$ cat config.mk
export PLATFORM = sky130hd
export DESIGN_NAME = jtag_tap_core_flat
export DESIGN_NICKNAME = d
export VERILOG_FILES = /design/src/rtl/jtag_tap_core_if.sv /design/src/rtl/jtag_tap_core.sv /design/src/flat_wrapper.sv
export SDC_FILE = /design/constraint.sdc
export NUM_CORES = 1
export LEC_CHECK = 0
export BUFFER_PORTS_ARGS = -buffer_cell sky130_fd_sc_hd__buf_2
export CORE_MARGIN = 4
export CORE_UTILIZATION = 30
export DETAILED_ROUTE_END_ITERATION = 7
export PLACE_DENSITY = 0.49
export SLEW_MARGIN = 25
export SYNTH_ARGS = -nofsm -noshare
export SYNTH_HDL_FRONTEND = slang
export SYNTH_SLANG_ARGS = --single-unit
$ cat constraint.sdc
create_clock -name tck -period 1.7 [get_ports tck]
set_input_delay 0 -clock tck [delete_from_list [all_inputs] [get_ports tck]]
set_output_delay 0 -clock tck [all_outputs]
set_load 0.01 [all_outputs]
$ cat src/rtl/jtag_tap_core_if.sv
// jtag_tap_core_if
// Bundles the JTAG pin-side signals (tms, tdi, tdo, tdo_en) and the
// chain-side signals (reset, instr, dr_sel, ext_tdo and the five DR/IR strobes)
// of the TAP core. tck and trst stay plain ports on the core.
//   master : the TAP core. It samples tms, tdi and ext_tdo and drives everything else.
//   slave  : the pads and the external data chains.
interface jtag_tap_core_if #(
   parameter int IR_WIDTH = 5,
   parameter int NUM_DR   = 4
);
   logic                tms;
   logic                tdi;
   logic                tdo;
   logic                tdo_en;
   logic                reset;
   logic [IR_WIDTH-1:0] instr;
   logic [NUM_DR-1:0]   dr_sel;
   logic [NUM_DR-1:0]   ext_tdo;
   logic                captureDR;
   logic                shiftDR;
   logic                updateDR;
   logic                captureIR;
   logic                updateIR;

   modport master (
      input  tms, tdi, ext_tdo,
      output tdo, tdo_en, reset, instr, dr_sel,
             captureDR, shiftDR, updateDR, captureIR, updateIR
   );

   modport slave (
      output tms, tdi, ext_tdo,
      input  tdo, tdo_en, reset, instr, dr_sel,
             captureDR, shiftDR, updateDR, captureIR, updateIR
   );
endinterface

$ cat src/rtl/jtag_tap_core.sv
// jtag_tap_core
// 1149.1 TAP controller with an integrated instruction register, IDCODE and
// BYPASS registers, user-DR select decode, and a registered TDO mux.
// Ports:
//   tck  : test clock. The FSM and shift registers update on posedge.
//          Strobes, instr, dr_sel, reset and tdo update on negedge.
//   trst : asynchronous active-low reset.
//   tap  : jtag_tap_core_if.master. It carries the pin and chain signals.
module jtag_tap_core #(
   parameter int          IR_WIDTH   = 5,
   parameter int          NUM_DR     = 4,
   parameter logic [31:0] IDCODE_VAL = 32'h1234_5679,
   parameter int          IDCODE_OP  = 1,
   parameter int          USER_BASE  = 2
) (
   input logic             tck,
   input logic             trst,
   jtag_tap_core_if.master tap
);

   typedef enum logic [3:0] {
      stTestLogicReset = 4'd0,  stRunTestIdle = 4'd1,
      stSelectDrScan   = 4'd2,  stCaptureDr   = 4'd3,
      stShiftDr        = 4'd4,  stExit1Dr     = 4'd5,
      stPauseDr        = 4'd6,  stExit2Dr     = 4'd7,
      stUpdateDr       = 4'd8,  stSelectIrScan = 4'd9,
      stCaptureIr      = 4'd10, stShiftIr     = 4'd11,
      stExit1Ir        = 4'd12, stPauseIr     = 4'd13,
      stExit2Ir        = 4'd14, stUpdateIr    = 4'd15
   } tapState_t;

   // The captured IR value has its LSB set so that a broken chain is easy to see.
   localparam logic [IR_WIDTH-1:0] IR_CAPTURE = IR_WIDTH'(2'b01);
   localparam logic [IR_WIDTH-1:0] ID_OP      = IR_WIDTH'(IDCODE_OP);

   tapState_t           stateR, nextStateS;
   logic [IR_WIDTH-1:0] irSrR;
   logic [31:0]         idRegR;
   logic                bypassR;
   logic [IR_WIDTH-1:0] instrR;
   logic [NUM_DR-1:0]   drSelR;
   logic                tdoR, tdoEnR, resetR;
   logic                captureDrR, shiftDrR, updateDrR, captureIrR, updateIrR;
   logic                idSelS, tdoNextS;

   // One-hot user DR select for opcodes USER_BASE .. USER_BASE+NUM_DR-1.
   function automatic logic [NUM_DR-1:0] decodeSel(input logic [IR_WIDTH-1:0] op);
      logic [NUM_DR-1:0] sel;
      sel = '0;
      for (int k = 0; k < NUM_DR; k++) begin
         sel[k] = (op == IR_WIDTH'(USER_BASE + k));
      end
      return sel;
   endfunction

   assign idSelS = (instrR == ID_OP);

   // Standard 1149.1 TMS-driven next-state logic.
   always_comb begin
      nextStateS = stateR;
      case (stateR)
         stTestLogicReset: nextStateS = tap.tms ? stTestLogicReset : stRunTestIdle;
         stRunTestIdle:    nextStateS = tap.tms ? stSelectDrScan   : stRunTestIdle;
         stSelectDrScan:   nextStateS = tap.tms ? stSelectIrScan   : stCaptureDr;
         stCaptureDr:      nextStateS = tap.tms ? stExit1Dr        : stShiftDr;
         stShiftDr:        nextStateS = tap.tms ? stExit1Dr        : stShiftDr;
         stExit1Dr:        nextStateS = tap.tms ? stUpdateDr       : stPauseDr;
         stPauseDr:        nextStateS = tap.tms ? stExit2Dr        : stPauseDr;
         stExit2Dr:        nextStateS = tap.tms ? stUpdateDr       : stShiftDr;
         stUpdateDr:       nextStateS = tap.tms ? stSelectDrScan   : stRunTestIdle;
         stSelectIrScan:   nextStateS = tap.tms ? stTestLogicReset : stCaptureIr;
         stCaptureIr:      nextStateS = tap.tms ? stExit1Ir        : stShiftIr;
         stShiftIr:        nextStateS = tap.tms ? stExit1Ir        : stShiftIr;
         stExit1Ir:        nextStateS = tap.tms ? stUpdateIr       : stPauseIr;
         stPauseIr:        nextStateS = tap.tms ? stExit2Ir        : stPauseIr;
         stExit2Ir:        nextStateS = tap.tms ? stUpdateIr       : stShiftIr;
         stUpdateIr:       nextStateS = tap.tms ? stSelectDrScan   : stRunTestIdle;
         default:          nextStateS = stTestLogicReset;
      endcase
   end

   // State register and the posedge shift registers (IR, ID, bypass).
   always_ff @(posedge tck or negedge trst) begin
      if (!trst) begin
         stateR  <= stTestLogicReset;
         irSrR   <= IR_CAPTURE;
         idRegR  <= IDCODE_VAL;
         bypassR <= 1'b0;
      end else begin
         stateR <= nextStateS;
         case (stateR)
            stCaptureIr: irSrR <= IR_CAPTURE;
            stShiftIr:   irSrR <= {tap.tdi, irSrR[IR_WIDTH-1:1]};
            stCaptureDr: begin
               bypassR <= 1'b0;
               if (idSelS) idRegR <= IDCODE_VAL;
            end
            stShiftDr: begin
               bypassR <= tap.tdi;
               if (idSelS) idRegR <= {tap.tdi, idRegR[31:1]};
            end
            default: ;
         endcase
      end
   end

   // TDO source select. This logic sees the pre-shift value of the register, so the first Shift-DR cycle presents bit 0.
   always_comb begin
      tdoNextS = 1'b0;
      if (stateR == stShiftIr) begin
         tdoNextS = irSrR[0];
      end else if (stateR == stShiftDr) begin
         if (idSelS)              tdoNextS = idRegR[0];
         else if (drSelR != '0)   tdoNextS = |(tap.ext_tdo & drSelR);
         else                     tdoNextS = bypassR;
      end else begin
         tdoNextS = 1'b0;
      end
   end

   // Negedge outputs: strobes, reset, instruction, select and the TDO pad.
   always_ff @(negedge tck or negedge trst) begin
      if (!trst) begin
         instrR     <= ID_OP;
         drSelR     <= '0;
         tdoR       <= 1'b0;
         tdoEnR     <= 1'b0;
         resetR     <= 1'b0;
         captureDrR <= 1'b0;
         shiftDrR   <= 1'b0;
         updateDrR  <= 1'b0;
         captureIrR <= 1'b0;
         updateIrR  <= 1'b0;
      end else begin
         tdoR       <= tdoNextS;
         tdoEnR     <= (stateR == stShiftIr) || (stateR == stShiftDr);
         resetR     <= (stateR != stTestLogicReset);
         captureDrR <= (stateR == stCaptureDr);
         shiftDrR   <= (stateR == stShiftDr);
         updateDrR  <= (stateR == stUpdateDr);
         captureIrR <= (stateR == stCaptureIr);
         updateIrR  <= (stateR == stUpdateIr);
         if (stateR == stUpdateIr) begin
            instrR <= irSrR;
            drSelR <= decodeSel(irSrR);
         end else if (stateR == stTestLogicReset) begin
            instrR <= ID_OP;
            drSelR <= '0;
         end else begin
            instrR <= instrR;
            drSelR <= drSelR;
         end
      end
   end

   assign tap.tdo       = tdoR;
   assign tap.tdo_en    = tdoEnR;
   assign tap.reset     = resetR;
   assign tap.instr     = instrR;
   assign tap.dr_sel    = drSelR;
   assign tap.captureDR = captureDrR;
   assign tap.shiftDR   = shiftDrR;
   assign tap.updateDR  = updateDrR;
   assign tap.captureIR = captureIrR;
   assign tap.updateIR  = updateIrR;

endmodule

$ cat src/flat_wrapper.sv
// flat-port wrapper written by rule: the top's interface ports become plain ports
module jtag_tap_core_flat 
#(
   parameter int          IR_WIDTH   = 5,
   parameter int          NUM_DR     = 4,
   parameter logic [31:0] IDCODE_VAL = 32'h1234_5679,
   parameter int          IDCODE_OP  = 1,
   parameter int          USER_BASE  = 2
)
  (tck, trst, tap_tms, tap_tdi, tap_ext_tdo, tap_tdo, tap_tdo_en, tap_reset, tap_instr, tap_dr_sel, tap_captureDR, tap_shiftDR, tap_updateDR, tap_captureIR, tap_updateIR);
  jtag_tap_core_if #(.IR_WIDTH(IR_WIDTH), .NUM_DR(NUM_DR)) tap_i ();
  input logic tck;
  input logic trst;
  input wire logic [$bits(tap_i.tms)-1:0] tap_tms;
  input wire logic [$bits(tap_i.tdi)-1:0] tap_tdi;
  input wire logic [$bits(tap_i.ext_tdo)-1:0] tap_ext_tdo;
  output wire logic [$bits(tap_i.tdo)-1:0] tap_tdo;
  output wire logic [$bits(tap_i.tdo_en)-1:0] tap_tdo_en;
  output wire logic [$bits(tap_i.reset)-1:0] tap_reset;
  output wire logic [$bits(tap_i.instr)-1:0] tap_instr;
  output wire logic [$bits(tap_i.dr_sel)-1:0] tap_dr_sel;
  output wire logic [$bits(tap_i.captureDR)-1:0] tap_captureDR;
  output wire logic [$bits(tap_i.shiftDR)-1:0] tap_shiftDR;
  output wire logic [$bits(tap_i.updateDR)-1:0] tap_updateDR;
  output wire logic [$bits(tap_i.captureIR)-1:0] tap_captureIR;
  output wire logic [$bits(tap_i.updateIR)-1:0] tap_updateIR;
  assign tap_i.tms = tap_tms;
  assign tap_i.tdi = tap_tdi;
  assign tap_i.ext_tdo = tap_ext_tdo;
  assign tap_tdo = tap_i.tdo;
  assign tap_tdo_en = tap_i.tdo_en;
  assign tap_reset = tap_i.reset;
  assign tap_instr = tap_i.instr;
  assign tap_dr_sel = tap_i.dr_sel;
  assign tap_captureDR = tap_i.captureDR;
  assign tap_shiftDR = tap_i.shiftDR;
  assign tap_updateDR = tap_i.updateDR;
  assign tap_captureIR = tap_i.captureIR;
  assign tap_updateIR = tap_i.updateIR;
  jtag_tap_core #(.IR_WIDTH(IR_WIDTH), .NUM_DR(NUM_DR), .IDCODE_VAL(IDCODE_VAL), .IDCODE_OP(IDCODE_OP), .USER_BASE(USER_BASE)) u_core (.tck(tck), .trst(trst), .tap(tap_i));
endmodule
==> impl_metrics.ini, run 1 <==
[logic_synthesis]
synthesis.area_um2 = 2387
synthMostInstantiatedCell = dfrtp_1
yosys.area.top_type_share_pct = 28.30
synth_seq_cells = 59
synth_top_area_cell = dfrtp_1
synthCells = 196
synth_cell_types = 38
postSynth.asyncResetShare_pct = 100.0
synth.yosys.seq_area_share_pct = 62.68
yosysWarnings = 0
synth_ff_type = dfrtp_1
synth_area_leaders = dfrtp_1 (28%), dfstp_2 (18%), dfrtn_1 (17%), a22o_1 (7.7%), o22a_1 (5.1%)
synth_edf_count = 0
avgSynthCellArea_um2 = 12.18
syn-num-nets = 204
netlist_top_cells_count = dfrtp_1 (27), a22o_1 (21), dfrtn_1 (16), dfstp_2 (16), nand2_1 (15)

[detailed_routing]
finalWirelength_um = 5832
drc_errors = 0
routedWlPerCell_um = 15.03
via_count = 1881
vias_per_cell = 4.848
antenna_left = 0
first_iter_violations = 50
dr.pass1.iters = 5

[cts]
htree_levels = 3
path_clk_slew_ns = 0.06
clockBufferDepth = 2
cts_tree = done
cts_root_buffer = clkbuf_8
cts_sinks = 59
numCtsBuffers = 9
clk_latency_ns = 0.37

[floorplan]
die_w_um = 97.21
die_h_um = 97.21
start_util_pct = 30.89
rows = 32
core_um2 = 7727
pin_count = 25
die-area_um2 = 9449

[setup_path]
crit_path_start_kind = flop
r2r-end = u_core.idRegR[3]
ff2ff_setup_slack_ns = -0.48
end_kind = flop
r2r_start = u_core.tap.instr[0]
cp-endpoint = u_core.idRegR[3]
worstPathRequired_ns = 1.96
worstPathArrival_ns = 2.44
crit_start = u_core.tap.instr[0]
critPathKind = reg -> reg
reg2reg_depth = 4
cp_max_fo = 8

[global_routing]
first_global_vias = 1840
grt_overflow = 0
grt_max_degree = 25
grt_pass1_wl_um = 9259
track_usage_pct = 12.49
antenna_found_initial = 0

[power_and_ir_drop]
swShare_pct = 34.03
p_int_mw = 4.631
ir_drop_v = 0.0007565
combPwrFrac_pct = 44.8
powerDensity_nw_per_um2 = 2022
leakage_nw = 1.601
p_clk_share_pct = 20.5
power_switching_mw = 2.389
share_seq_of_total_power_pct = 34.6

[sta]
holdWs_ns = 0.05389
worst_pin_slew_ns = 0.3322
slew_headroom_pct = 77.65
rsz0062_at_grt = true
setup_ws_ns = -0.4754
finClkSkew_ns = 0.04835
final-hold-violation-count = 0
finalSetupTns_ns = -20.52
maxSlewViolCount = 0
setup_violations = 60

[cells_and_area]
n_antenna_cell = 0
area_growth_pct = 45.39
drive_gt1_share_pct = 49.30
nets = 289

[outcome]
violations = negative setup slack
status = finished, violations left

[placement]
finalWeightedCongestion = 0.7771
port_buffers = 24
hpwl_um = 3667

[job]
drv_cap = 0

[worst_hold_path]
hp-class = in -> reg
area by class of cell:
cell class	instances	area, µm²
multi-input cells	122	934.6
flip-flops and latches	59	1500
fillers	729	4257
inverters	8	30.03
repair buffers	80	648.1
clock buffers	11	151.4
clock inverters	6	78.83
well taps	102	127.6
flip-flops by register name, summed over array words and instances (netlist names), 4 cells and up:
signal,flops
u_core.idRegR,32
u_core.irSrR,5
u_core.stateR,4
u_core.tap.dr_sel,4
u_core.tap.instr,5
power groups by stage:
| stage | sequential [mW] | combinational (mW) | clock [mW] |
|---|---|---|---|
| final | 2.43 | 3.15 | 1.44 |
| after global placement | 2.43 | 2.43 | 0.00736 |
| after detailed placement | 2.44 | 2.47 | 0.00736 |
| after global routing | 2.51 | 3.44 | 1.56 |
| after CTS | 2.42 | 2.82 | 1.48 |
| after floorplan | 2.43 | 1.62 | 0.00736 |
worst max-delay path, stage by stage, from the launching register on:
cell	delay, ns
dfstp_2	0.55
and3_4	0.27
nand2_4	0.07
buf_6	0.14
o22a_1	0.19
cells in the final DEF (no fill, tap or decap), types with 3 or more instances in the layout:
| cell type | netlist | final |
|---|---|---|
| dfrtp_1 | 27 | 24 |
| nor2_1 | 9 | 5 |
| buf_6 | 3 | 20 |
| and2_4 | 0 | 3 |
| clkbuf_8 | 0 | 11 |
| a22o_1 | 21 | 21 |
| buf_4 | 1 | 39 |
| nand2_1 | 15 | 13 |
| nand3_1 | 4 | 3 |
| dfrtn_1 | 16 | 16 |
| o22a_1 | 14 | 14 |
| dfrtp_2 | 0 | 3 |
| buf_2 | 4 | 18 |
| nor2_2 | 0 | 3 |
| inv_2 | 0 | 3 |
| o21ai_1 | 0 | 4 |
| dfstp_2 | 16 | 16 |
| inv_1 | 9 | 6 |
| a21oi_1 | 6 | 6 |
| o21ai_0 | 12 | 8 |
| o31ai_1 | 4 | 4 |
layer usage:
metal / track usage, % / wire, µm
met4: 5.184 / 88
met3: 4.523 / 188
met1: 15.51 / 2710
met5: 0 / 0
met2: 19.64 / 2845
through the flow:
| stage | std cells | worst slack [ns] | util [%] | instance area [µm²] | power [mW] |
|---|---|---|---|---|---|
| 6_report | 388 | -0.4754 | 44.92 | 3471 | 7.020 |
| 5_1_grt | 388 | -0.5132 | 44.92 | 3471 | 7.510 |
| 4_1_cts | 376 | -0.4697 | 42.99 | 3322 | 6.715 |
| 3_5_place_dp | 347 | -0.5722 | 37.44 | 2893 | 4.918 |
| 3_3_place_gp | 347 | -0.5665 | 37.44 | 2893 | 4.874 |
| 2_1_floorplan | 196 | -0.5532 | - | 2472 | 4.054 |
cell families after synthesis:
logic type	after synthesis	synth area share, %
compound gates	71	22.59
xor+xnor	1	0.3669
buf+inv	22	4.769
flops	59	62.68
simple gates	43	9.591
how the worst min path moves through the flow:
stage,from,end,slack [ns],cells after the start
5_1_grt,tap_tms,u_core.stateR[3],0.06,3
4_1_cts,tap_tms,u_core.stateR[3],0.03,3
6_report,tap_tms,u_core.stateR[3],0.05,3
3_5_place_dp,trst,u_core.irSrR[1],-0.01,2
2_1_floorplan,trst,u_core.bypassR,-0.30,0
3_3_place_gp,trst,u_core.irSrR[1],0.003,2
repair_timing:
item                       in CTS  in global routing
setup endpoints to repair      63                 66
pin swaps                      11                 11
hold buffers                    2                  0
cloned                          1                  6
hold endpoints to repair       25                  0
setup buffers                  13                  6
resized for setup              25                 14
No activity file was read; power rests on OpenSTA's default activity.
==> run 2: changes to the inputs <==
--- a/config.mk
+++ b/config.mk
@@ -10,6 +10,7 @@
 export CORE_UTILIZATION = 30
 export DETAILED_ROUTE_END_ITERATION = 7
 export PLACE_DENSITY = 0.49
+export SETUP_SLACK_MARGIN = 0.5
 export SLEW_MARGIN = 25
 export SYNTH_ARGS = -nofsm -noshare
 export SYNTH_HDL_FRONTEND = slang
==> impl_metrics.ini, run 2 (synthesis gave the netlist of run 1 again) <==
[outcome]
status = finished, violations left
violations = negative setup slack

[global_routing]
grt_pass1_wl_um = 9473
track_usage_pct = 12.69
grt_max_degree = 19
antenna_found_initial = 0
first_global_vias = 1923
grt_overflow = 0

[setup_path]
crit_path_start_kind = flop
critPathTopFamily = flip-flops
end_kind = flop
crit_chain = and3_4, nand2_4, buf_6, o22a_1
crit_buf_inv = 1
worstPathArrival_ns = 2.43
cp_max_fo = 7
critPathKind = reg -> reg
worstPathRequired_ns = 1.96
slowest_delay_ns = 0.53
slowest_stage = dfstp_2

[detailed_routing]
first_iter_violations = 21
drc_errors = 0
via_count = 1914
dr.pass1.iters = 4
routedWlPerCell_um = 15.00
finalWirelength_um = 5955
antenna_left = 0
vias_per_cell = 4.821

[power_and_ir_drop]
powerDensity_nw_per_um2 = 2001
ir_drop_v = 0.0009885
p_total_mw = 7.447
leakage_nw = 1.710

[placement]
placed_cell_area_um2 = 2900
hpwl_um = 3630
port_buffers = 24
finalWeightedCongestion = 0.7780

[cells_and_area]
nFillCells = 696
final_cell_mix = buf_4 (35), buf_6 (32), dfrtp_1 (23), a22o_1 (21), buf_2 (19)
layout_commonest_cell = buf_4
drive_gt1_share_pct = 55.93
nets = 298
area_growth_pct = 55.87
n_antenna_cell = 0
top_register = u_core.idRegR
fin_area_um2 = 3721
largest_reg_flops = 32

[cts]
cts_tree = done
htree_levels = 3
clockBufferDepth = 2
cts_root_buffer = clkbuf_8
path_clk_slew_ns = 0.07
numCtsBuffers = 9
cts_sinks = 59
clk_latency_ns = 0.37

[floorplan]
rows = 32
start_util_pct = 30.89
core_um2 = 7727
pin_count = 25
die-area_um2 = 9449
die_h_um = 97.21
die_w_um = 97.21

[sta]
slew_headroom_pct = 75.67
maxSlewViolCount = 0
finalSetupTns_ns = -20.38
setup_violations = 55
setup_ws_ns = -0.4616
rsz0062_at_grt = true
worst_pin_slew_ns = 0.3616
final-hold-violation-count = 0
finClkSkew_ns = 0.04687

[job]
drv_cap = 0

[worst_hold_path]
hp-class = in -> reg
run 2: cell types whose count changed in the layout (fill, tap and decap cells not counted), moves of 3 or more:
cell	previous run	this run
nor2_2	3	0
buf_4	39	35
buf_12	1	4
o21ai_2	2	5
o21ai_0	8	1
buf_6	20	32
nand2_1	13	10
clkinv_4	0	3
run 2: final cells by class:
type	count	area, µm²	share of cell area (%)
clock buffers	9	123.9	3.329
clock inverters	8	103.9	2.791
inverters	8	37.54	1.009
multi-input cells	117	980.9	26.36
flip-flops and latches	59	1501	40.35
well taps	102	127.6	3.430
repair buffers	94	845.8	22.73
run 2: layer usage:
layer / vias up / track usage (%) / part of all wire (%)
li1: 932 / - / -
met1: 946 / 15.77 / 44
met2: 29 / 20.75 / 52
met3: 7 / 4.020 / 3.4
met4: 0 / 4.536 / 0.91
met5: - / 0 / 0
run 2: path summary, 6_finish.rpt:
kind / slack (ns) / endpoint / depth (start not counted) / start
setup / recovery: -0.46 / u_core.idRegR[9] / 4 / u_core.tap.instr[0]
hold / removal: 0.06 / u_core.stateR[3] / 3 / tap_tms
setup reg to reg: -0.46 / u_core.idRegR[9] / 4 / u_core.tap.instr[0]
hold reg to reg: 0.47 / u_core.irSrR[0] / 2 / u_core.irSrR[0]
max in group asynchronous: 0.62 / u_core.tap.shiftDR / 3 / trst
min in group asynchronous: 0.15 / u_core.irSrR[2] / 3 / trst
run 2: worst reg2reg max path: stages (launching register included):
cell and delay (ns):
dfstp_2 0.53, and3_4 0.27, nand2_4 0.08, buf_6 0.13, o22a_1 0.20
run 2: through the flow:
| step | hold WS (ns) | worst slack, ns | util, % | instances |
|---|---|---|---|---|
| final | 0.06384 | -0.4616 | 48.15 | 397 |
| after global routing | 0.06487 | -0.5185 | 48.15 | 397 |
| after floorplan | -0.2956 | -0.5532 | - | 196 |
| after detailed placement | -0.07739 | -0.4914 | 37.53 | 346 |
| after global placement | -0.08877 | -0.4870 | 37.53 | 346 |
| after CTS | 0.05570 | -0.4430 | 44.12 | 379 |
run 2: timing repair:
item	4_1_cts	5_1_grt
setup endpoints to repair	76	87
hold buffers	2	1
pin swaps	9	16
hold endpoints to repair	26	1
gates cloned	2	1
buffers inserted	13	16
gates resized for setup	40	51
run 2: power by group:
part	leakage (nW)	switching, mW	internal [mW]
registers	0.732	0.364	2.09
clock network	0.119	0.587	0.837
logic	0.858	1.65	1.92
total	1.71	2.60	4.85
==> run 3: changes to the inputs <==
--- a/config.mk
+++ b/config.mk
@@ -6,12 +6,15 @@
 export NUM_CORES = 1
 export LEC_CHECK = 0
 export BUFFER_PORTS_ARGS = -buffer_cell sky130_fd_sc_hd__buf_2
+export CELL_PAD_IN_SITES_DETAIL_PLACEMENT = 2
+export CELL_PAD_IN_SITES_GLOBAL_PLACEMENT = 2
 export CORE_MARGIN = 4
 export CORE_UTILIZATION = 30
 export DETAILED_ROUTE_END_ITERATION = 7
-export PLACE_DENSITY = 0.49
+export PLACE_DENSITY = 0.65
 export SETUP_SLACK_MARGIN = 0.5
 export SLEW_MARGIN = 25
 export SYNTH_ARGS = -nofsm -noshare
 export SYNTH_HDL_FRONTEND = slang
 export SYNTH_SLANG_ARGS = --single-unit
+export TNS_END_PERCENT = 1
==> constraint.sdc (replaced) <==
create_clock -name tck -period 1.7 [get_ports tck]
set_input_delay 0 -clock tck [delete_from_list [all_inputs] [get_ports tck]]
set_output_delay 0 -clock tck [all_outputs]
set_load 0.1 [all_outputs]
==> impl_metrics.ini, run 3 (synthesis gave the netlist of run 1 again) <==
[outcome]
status = finished, violations left
violations = negative setup slack

[detailed_routing]
vias_per_cell = 5.102
first_iter_violations = 35
routedWlPerCell_um = 19.32
drc_errors = 0
via_count = 1893
finalWirelength_um = 7169
dr.pass1.iters = 4
antenna_left = 0

[floorplan]
start_util_pct = 30.89
die-area_um2 = 9449
rows = 32
pin_count = 25
die_w_um = 97.21
core_um2 = 7727
die_h_um = 97.21

[sta]
slew_headroom_pct = 77.24
rsz0062_at_grt = true
maxSlewViolCount = 0
setup_ws_ns = -0.5099
setup_violations = 66
finClkSkew_ns = 0.07546
final-hold-violation-count = 0
holdWs_ns = 0.04765
worst_pin_slew_ns = 0.3402

[cts]
clockBufferDepth = 2
path_clk_slew_ns = 0.07
cts_tree = done
cts_root_buffer = clkbuf_8
numCtsBuffers = 9
cts_sinks = 59
clk_latency_ns = 0.40
htree_levels = 3

[placement]
finalWeightedCongestion = 0.7575
place_ws_ns = -0.5489
port_buffers = 24
hpwl_um = 4446
placed_cell_area_um2 = 3090

[global_routing]
track_usage_pct = 15.88
grt_overflow = 0
grt_max_degree = 23
first_global_vias = 2145
antenna_found_initial = 0
grt_pass1_wl_um = 11800

[worst_hold_path]
hp-class = in -> reg
holdCritStartpoint = tap_tms
hold_depth = 3
min_to = u_core.stateR[3]

[setup_path]
end_kind = flop
worstPathArrival_ns = 2.48
crit_path_start_kind = flop
ff2ff_setup_slack_ns = -0.51
worstPathRequired_ns = 1.97
r2r-end = u_core.idRegR[1]
crit_start = u_core.tap.instr[0]
reg2reg_depth = 3
cp_max_fo = 7
r2r_start = u_core.tap.instr[0]
critPathKind = reg -> reg

[job]
drv_cap = 0

[power_and_ir_drop]
ir_drop_v = 0.001071
leakage_nw = 1.557
powerDensity_nw_per_um2 = 2182
p_total_mw = 7.704

[cells_and_area]
nFillCells = 766
n_antenna_cell = 0
area_growth_pct = 47.90
largest_reg_flops = 32
fin_area_um2 = 3531
top_register = u_core.idRegR
final_core_util_pct = 45.69
nets = 272
layout_commonest_cell = dfrtp_1
drive_gt1_share_pct = 44.24
final_cell_mix = dfrtp_1 (27), buf_4 (26), a22o_1 (21), buf_12 (19)
==> run 3: cell types whose count changed in the layout (fill, tap and decap cells not counted), sizes merged <==
cell,delta
buf,-28
bufinv,-2
clkinvlp,+2
and2,+1
clkbuf,+1
dlymetal6s4s,+1
inv,-1
==> run 3: worst max-delay path by stage <==
stage                            to  slack [ns]  cells after the start
2_1_floorplan     u_core.idRegR[11]       -1.21                      6
3_3_place_gp   u_core.tap.dr_sel[2]       -0.49                      5
3_5_place_dp   u_core.tap.dr_sel[1]       -0.55                      6
4_1_cts            u_core.idRegR[4]       -0.44                      4
5_1_grt            u_core.idRegR[4]       -0.56                      4
6_report           u_core.idRegR[1]       -0.51                      3
==> run 3: per-layer routing <==
metal	vias up	track usage, %	share of wire (%)
met5	-	0	0
met2	18	26.49	52
met1	995	20.52	45
met4	0	5.832	1.5
met3	10	2.943	2.1
li1	870	-	-
==> run 3: critical path, stage by stage, from the launching register on <==
cell     delay [ns]
dfstp_2        0.55
and3_4         0.27
and2_2         0.25
a22o_1         0.17
==> run 3: metrics by stage <==
step,TNS (ns),instances
2_1_floorplan,-43.39,196
3_3_place_gp,-19.52,342
3_5_place_dp,-21.66,342
4_1_cts,-22.29,368
5_1_grt,-27.44,371
6_report,-24.13,371
==> run 3: final cells by class <==
cell class	instances	area (µm²)	area share [%]
Tap cell	102	127.6	3.614
Sequential cell	59	1496	42.38
Multi-Input combinational cell	118	915.9	25.94
Timing Repair Buffer	67	787.0	22.29
Clock inverter	7	46.29	1.311
Inverter	8	30.03	0.8505
Clock buffer	10	127.6	3.614
==> run 3: timing repair <==
action | 4_1_cts | 5_1_grt
setup buffers | 5 | 1
pin swaps | 12 | 5
endpoints found under the setup margin | 76 | 91
hold buffers | 3 | 1
hold endpoints to repair | 23 | 2
resized for setup | 32 | 10
gates cloned | 2 | 1
==> run 3: power by group <==
part | switching [mW] | leakage [nW] | total (mW) | internal [mW]
Sequential | 0.402 | 0.736 | 2.48 | 2.08
Clock | 0.606 | 0.0876 | 1.14 | 0.531
Combinational | 2.33 | 0.733 | 4.08 | 1.75
